$ cat config.mk
export PLATFORM = sky130hd
export DESIGN_NAME = stream_cipher_arbiter
export DESIGN_NICKNAME = d
export VERILOG_FILES = /design/src/rtl/stream_cipher_pkg.sv /design/src/rtl/rr_arbiter.sv /design/src/rtl/stream_cipher_arbiter.sv
export SDC_FILE = /design/constraint.sdc
export NUM_CORES = 1
export LEC_CHECK = 0
export ABC_AREA = 1
export BUFFER_PORTS_ARGS = -buffer_cell sky130_fd_sc_hd__buf_4
export CORE_ASPECT_RATIO = 1.25
export CORE_UTILIZATION = 45
export CTS_BUF_LIST = sky130_fd_sc_hd__clkbuf_4 sky130_fd_sc_hd__clkbuf_8
export CTS_CLUSTER_DIAMETER = 150
export DETAILED_ROUTE_END_ITERATION = 12
export GPL_TIMING_DRIVEN = 0
export PLACE_DENSITY = 0.74
export SYNTH_ARGS = -nofsm -noshare
export SYNTH_HDL_FRONTEND = slang
export SYNTH_SLANG_ARGS = --single-unit
$ cat constraint.sdc
create_clock -name clk -period 3.35 [get_ports clk]
set_clock_uncertainty 0.15 [all_clocks]
set_input_delay 0.67 -clock clk [delete_from_list [all_inputs] [get_ports clk]]
set_output_delay 0.67 -clock clk [all_outputs]
set_load 0.005 [all_outputs]
$ cat src/rtl/stream_cipher_pkg.sv
// rtl/stream_cipher_pkg.sv - shared FSM states, tag layout and defaults for stream_cipher_arbiter
package stream_cipher_pkg;

  localparam int DEF_NUM_CH   = 4;
  localparam int DEF_CORE_LAT = 2;
  // Widest channel index needed for the largest supported NUM_CH (8)
  localparam int CH_W_MAX     = 3;

  typedef enum logic [1:0] {
    ST_IDLE  = 2'd0,
    ST_ARB   = 2'd1,
    ST_XFER  = 2'd2,
    ST_DRAIN = 2'd3
  } arb_state_t;

  typedef struct packed {
    logic                valid;
    logic [CH_W_MAX-1:0] ch;
    logic                last;
  } cipher_tag_t;

endpackage

$ cat src/rtl/rr_arbiter.sv
// rtl/rr_arbiter.sv - combinational round-robin pick starting at the channel after ptr
module rr_arbiter #(
  parameter int NUM_CH = 4,
  parameter int CW     = $clog2(NUM_CH)
) (
  input  logic [NUM_CH-1:0] req,
  input  logic [CW-1:0]     ptr,
  output logic              gnt_any,
  output logic [CW-1:0]     gnt_idx
);

  int            cand;
  logic [CW-1:0] cand_idx;

  always_comb begin
    gnt_any  = 1'b0;
    gnt_idx  = '0;
    cand     = 0;
    cand_idx = '0;
    // Walk NUM_CH positions beginning one past ptr, so ptr itself is checked last
    for (int i = 1; i <= NUM_CH; i++) begin
      cand     = (int'(ptr) + i) % NUM_CH;
      cand_idx = CW'(cand);
      if (!gnt_any && req[cand_idx]) begin
        gnt_any = 1'b1;
        gnt_idx = cand_idx;
      end
    end
  end

endmodule

$ cat src/rtl/stream_cipher_arbiter.sv
// rtl/stream_cipher_arbiter.sv - round-robin packet arbiter feeding one shared cipher core; ARB_TIMEOUT_EN adds a mid-packet idle timeout
module stream_cipher_arbiter
  import stream_cipher_pkg::*;
#(
  parameter int NUM_CH   = DEF_NUM_CH,
  parameter int CORE_LAT = DEF_CORE_LAT,
  parameter int TO_CYC   = 16
) (
  input  logic                      clk,
  input  logic                      rst_n,
  input  logic [NUM_CH-1:0]         req_valid,
  input  logic [NUM_CH*8-1:0]       req_char,
  input  logic [NUM_CH*8-1:0]       req_key,
  input  logic [NUM_CH-1:0]         req_last,
  output logic [NUM_CH-1:0]         req_ready,
  output logic                      core_din_valid,
  output logic [7:0]                core_key,
  output logic [7:0]                core_txt_in,
  input  logic [7:0]                core_txt_out,
  input  logic                      core_dout_ready,
  output logic                      out_valid,
  output logic [7:0]                out_char,
  output logic [$clog2(NUM_CH)-1:0] out_ch,
  output logic                      out_last,
  output logic                      busy,
`ifdef ARB_TIMEOUT_EN
  output logic                      err_timeout,
`endif
  output logic                      err_sync
);

  localparam int CW    = $clog2(NUM_CH);
  localparam int DEPTH = CORE_LAT + 1;

  if (NUM_CH < 2 || NUM_CH > 8) begin : g_bad_num_ch
    $error("stream_cipher_arbiter: NUM_CH must be 2..8");
  end
  if (CORE_LAT < 0 || CORE_LAT > 250) begin : g_bad_core_lat
    $error("stream_cipher_arbiter: CORE_LAT out of range");
  end
  if (TO_CYC < 1) begin : g_bad_to_cyc
    $error("stream_cipher_arbiter: TO_CYC must be at least 1");
  end

  arb_state_t    state_q, state_d;
  logic [CW-1:0] rr_ptr_q;
  logic [CW-1:0] grant_q;
  logic [CW-1:0] arb_idx;
  logic          arb_any;
  logic [7:0]    key_q;
  logic [7:0]    arb_key;
  logic [7:0]    sel_char;
  logic          sel_valid;
  logic          sel_last;
  logic          accept;
  logic          to_hit;
  logic          din_valid_q;
  logic [7:0]    txt_in_q;
  logic [7:0]    drain_cnt_q;
  logic          err_sync_q;
  cipher_tag_t   tag_q [DEPTH];
  cipher_tag_t   tag_in;
  cipher_tag_t   tag_tail;

  rr_arbiter #(
    .NUM_CH (NUM_CH),
    .CW     (CW)
  ) u_rr (
    .req     (req_valid),
    .ptr     (rr_ptr_q),
    .gnt_any (arb_any),
    .gnt_idx (arb_idx)
  );

  // Per-channel field selection: the active grant for data, the candidate for the key
  always_comb begin
    sel_valid = 1'b0;
    sel_char  = '0;
    sel_last  = 1'b0;
    arb_key   = '0;
    for (int i = 0; i < NUM_CH; i++) begin
      if (CW'(i) == grant_q) begin
        sel_valid = req_valid[i];
        sel_char  = req_char[8*i +: 8];
        sel_last  = req_last[i];
      end
      if (CW'(i) == arb_idx) begin
        arb_key = req_key[8*i +: 8];
      end
    end
  end

`ifdef ARB_TIMEOUT_EN
  logic [15:0] to_cnt_q;
  logic        err_timeout_q;

  assign to_hit = (state_q == ST_XFER) && !sel_valid && (to_cnt_q == 16'(TO_CYC - 1));

  always_ff @(posedge clk or negedge rst_n) begin
    if (!rst_n) begin
      to_cnt_q      <= '0;
      err_timeout_q <= 1'b0;
    end else begin
      if (state_q != ST_XFER || sel_valid) begin
        to_cnt_q <= '0;
      end else begin
        to_cnt_q <= to_cnt_q + 16'd1;
      end
      if (to_hit) begin
        err_timeout_q <= 1'b1;
      end
    end
  end

  assign err_timeout = err_timeout_q;
`else
  assign to_hit = 1'b0;
`endif

  always_comb begin
    state_d   = state_q;
    accept    = 1'b0;
    req_ready = '0;
    case (state_q)
      ST_IDLE: begin
        if (|req_valid) state_d = ST_ARB;
      end
      ST_ARB: begin
        // A requester that withdrew before the grant leaves nothing to serve
        state_d = arb_any ? ST_XFER : ST_IDLE;
      end
      ST_XFER: begin
        req_ready = NUM_CH'(1) << grant_q;
        accept    = sel_valid;
        if ((sel_valid && sel_last) || to_hit) state_d = ST_DRAIN;
      end
      ST_DRAIN: begin
        if (drain_cnt_q == 8'd0) state_d = (|req_valid) ? ST_ARB : ST_IDLE;
      end
      default: state_d = ST_IDLE;
    endcase
  end

  always_comb begin
    tag_in       = '0;
    tag_in.valid = accept;
    tag_in.ch    = accept ? CH_W_MAX'(grant_q) : '0;
    tag_in.last  = accept && sel_last;
  end

  always_ff @(posedge clk or negedge rst_n) begin
    if (!rst_n) begin
      state_q     <= ST_IDLE;
      rr_ptr_q    <= CW'(NUM_CH - 1);
      grant_q     <= '0;
      key_q       <= '0;
      din_valid_q <= 1'b0;
      txt_in_q    <= '0;
      drain_cnt_q <= '0;
      err_sync_q  <= 1'b0;
      for (int i = 0; i < DEPTH; i++) tag_q[i] <= '0;
    end else begin
      state_q <= state_d;
      if (state_q == ST_ARB && arb_any) begin
        grant_q  <= arb_idx;
        rr_ptr_q <= arb_idx;
        key_q    <= arb_key;
      end
      din_valid_q <= accept;
      if (accept) txt_in_q <= sel_char;
      // Preloaded outside DRAIN so the first DRAIN cycle sees CORE_LAT and the last sees 0
      if (state_q != ST_DRAIN) begin
        drain_cnt_q <= 8'(CORE_LAT);
      end else begin
        drain_cnt_q <= drain_cnt_q - 8'd1;
      end
      tag_q[0] <= tag_in;
      for (int i = 1; i < DEPTH; i++) tag_q[i] <= tag_q[i-1];
      if (core_dout_ready != tag_tail.valid) err_sync_q <= 1'b1;
    end
  end

  assign tag_tail       = tag_q[DEPTH-1];
  assign busy           = (state_q != ST_IDLE);
  assign core_din_valid = din_valid_q;
  assign core_txt_in    = txt_in_q;
  assign core_key       = key_q;
  assign out_valid      = core_dout_ready;
  assign out_char       = core_txt_out;
  assign out_ch         = CW'(tag_tail.ch);
  assign out_last       = tag_tail.last;
  assign err_sync       = err_sync_q;

endmodule
==> flow_summary.toml <==
[logic_synthesis]
netlist_area_um2 = 2590
post_synth_inst_count = 322
synthDominantAreaCellType = "dfrtp_1"
post_synth.cell_area_avg_um2 = 8.04
synth-edff-count = 0
ys_seq_area_share_pct = 41.7
postSynth.asyncResetShare_pct = 100
synth-seq-cells = 43
synthTopCellsByArea = "dfrtp_1, nand2_1, nand4_1, nand3_2, o21ai_0"
library_cells_used_by_synthesis = 35
post-synth-top-area-fraction_pct = 39.6
synth.yosys.warnings = 0
postSynth.topFlopCell = "dfrtp_1"
syn-num-nets = 407

[critical_path]
arrival_ns = 1.51
worst-setup-path-type = "register to output pin"
path_max_fanout = 5
cp-end-kind = "output pin"
timing.rr.start = "rr_ptr_q[0]"
required_ns = 2.53
critical_path.startpoint_type = "register"

[clocking]
numCtsBuffers = 5
holdBufCountCts = 0
cts_h_tree_depth = 2
cts_max_path_buffers = 2
tritoncts = "done"
cts.sinks = 43
post_cts.repair.setup_buffers = 0
worst_skew_pair.late_latency_ns = 0.29
cts_root_buffer = "clkbuf_8"
clkTransAtPathRegs_ns = 0.08
cts_resized = 0

[route]
drt_drc_violations_left = 0
final_antenna_net_count = 0
detail_route.vias_per_cell = 4.97
firstDrtPassIters = 4
wl_per_cell_um = 12.9
num_vias = 2499
initialDrtViolationCount = 116
wl_um = 6510

[placed_design]
hpwl_um = 5100
dp_cells = 495
pre_cts_ws_ns = 1.01
finalWeightedCongestion = 0.849
port-buffer-count = 109

[global_route]
total_gr_overflow = 0
grt_max_degree = 44
initial_antenna_violation_count = 0
global_route_wire_length_before_repair_um = 10700
grt_pass1_vias = 2380
groute.usage.overall_pct = 21.8

[hold_path]
min_path_type = "input port to async pin"

[sta]
hold-worst-slack_ns = 0.195
fin_ws_ns = 1.02
max_slew.worst_pin.slew_ns = 0.552
report.final.setup_viol = 0
final_period_minus_worst_setup_slack_ns = 2.33
post-route-period-util_pct = 69.6
setup_total_negative_slack_ns = 0
max_freq_ghz = 0.429
timing.slew.headroom_pct = 63.0
drv_slew = 0
rsz0062_at_grt = "false"
hold_viol_final = 0

[status]
outcome = "finished clean"

[pwr]
powerDensity_nw_per_um2 = 895
power_frac_seq_pct = 26.0
power.ir.vdd_worst_v = 0.000640
cell_internal_pwr_mw = 1.71
power.clock.fraction_pct = 11.2
netSwitchingFraction_pct = 46.9
power.share.combinational_pct = 62.8
netSwitchingPower_mw = 1.51
power_leakage_nw = 1.91

[floorplan]
floorplan.initialDensity_pct = 47.2
num_io_pins = 118
die-height_um = 86.8
die-area_um2 = 6060
die_x_um = 69.8
num_rows = 30
coreArea_um2 = 5480

[final_layout]
drive_above_1_share_pct = 39.9
flow.area_growth_from_synthesis_pct = 38.7
fillerInstances = 489
final-seq-area_um2 = 1080
number_of_standard_cells_in_the_final_layout_excluding_fillers = 503
num-nets-final = 523
antennaDiodeCount = 0
multiInputGateArea_um2 = 1270

[flow_run]
max_cap_viol_count = 0
[state kept, by name, summed over array words and instances (netlist names), 2 cells and up, named ones only]
signal       cells
out_ch           2
grant_q          2
drain_cnt_q      8
rr_ptr_q         2
tag_q            9
core_txt_in      8
core_key         8
[path summary, 6_finish.rpt]
| path | endpoint | slack (ns) | cells past startpoint |
|---|---|---|---|
| min reg2reg | out_ch[1] | 0.20 | 0 |
| max | req_ready[1] | 1.02 | 5 |
| min | core_txt_in[1] | 0.20 | 1 |
| max reg2reg | core_key[0] | 1.09 | 13 |
| max in group asynchronous | rr_ptr_q[1] | 2.47 | 1 |
| min in group clk | out_ch[1] | 0.20 | 0 |
[critical path: stages, from the launching register on]
cell and delay [ns]:
dfrtp_1 0.39, inv_1 0.09, nor2_1 0.21, inv_1 0.14, nor3_1 0.24, buf_4 0.17
[metal layers]
metal  vias up  wire [µm]  track usage [%]
met3        12        191             3.02
met1      1139       2810             27.4
met4         0        144             7.27
met5         -          0                0
li1       1292          -                -
met2        56       3370             38.6
[power groups by stage]
stage / sequential [mW] / clock, mW / combinational (mW)
CTS: 0.838 / 0.367 / 2.03
finish: 0.836 / 0.360 / 2.02
global placement: 0.841 / 0 / 2.00
global route: 0.859 / 0.391 / 2.27
floorplan: 0.832 / 0 / 1.45
detailed placement: 0.845 / 0 / 2.02
[stage by stage]
| stage | power (mW) | instance area, µm² | utilization [%] |
|---|---|---|---|
| after floorplan | 2.28 | 2590 | - |
| after global placement | 2.84 | 3490 | 63.6 |
| after detailed placement | 2.87 | 3490 | 63.6 |
| after CTS | 3.23 | 3590 | 65.5 |
| after global routing | 3.52 | 3590 | 65.5 |
| final | 3.21 | 3590 | 65.5 |
[cell type report]
cell class	instances	share of cell area (%)
buffer	17	3.97
clock buffer	7	2.68
clock inverter	1	0.209
inverter	27	2.82
multi-input combinational	235	35.3
sequential	43	30.0
tap	64	2.23
timing repair buffer	109	22.8
[cells in the final DEF, fill, tap and decap left out, drive strengths merged, types with 2 or more instances in the layout]
cell type | Yosys | final
buf | 17 | 126
nand3 | 27 | 27
nand4 | 20 | 20
nor3 | 5 | 5
a21oi | 10 | 10
xor2 | 2 | 2
nor2 | 21 | 21
dfrtp | 41 | 41
o21ai | 21 | 21
inv | 27 | 27
o22ai | 5 | 5
ha | 2 | 2
dfstp | 2 | 2
nand2 | 113 | 113
clkbuf | 0 | 7
a22o | 4 | 4
[logic make-up (layout without fill, tap and decap cells)]
| logic type | Yosys count | after routing | synth area share, % |
|---|---|---|---|
| and+or+nand+nor | 188 | 188 | 37.2 |
| buffers and inverters | 44 | 161 | 9.43 |
| DFF | 43 | 43 | 41.7 |
| AOI/OAI and AO/OA | 42 | 42 | 9.72 |
| xor gates and xnor gates | 3 | 3 | 1.02 |
| adders and majority gates | 2 | 2 | 0.966 |
[cells in the mapped netlist (2+ instances only)]
library cell  number
o22ai_1            5
o21ai_1            2
nand2_1          104
nor2_1            15
a22o_1             4
nand3_1           15
nand3_2           11
buf_4             12
a21oi_1            9
buf_6              2
buf_2              2
xor2_1             2
inv_1             19
nand2_2            7
o21ai_0           18
nand4_1           19
dfrtp_1           41
dfstp_2            2
inv_2              8
nor3_1             5
ha_1               2
nand2_4            2
nor2_2             4
(Power assumes the default switching activity.)
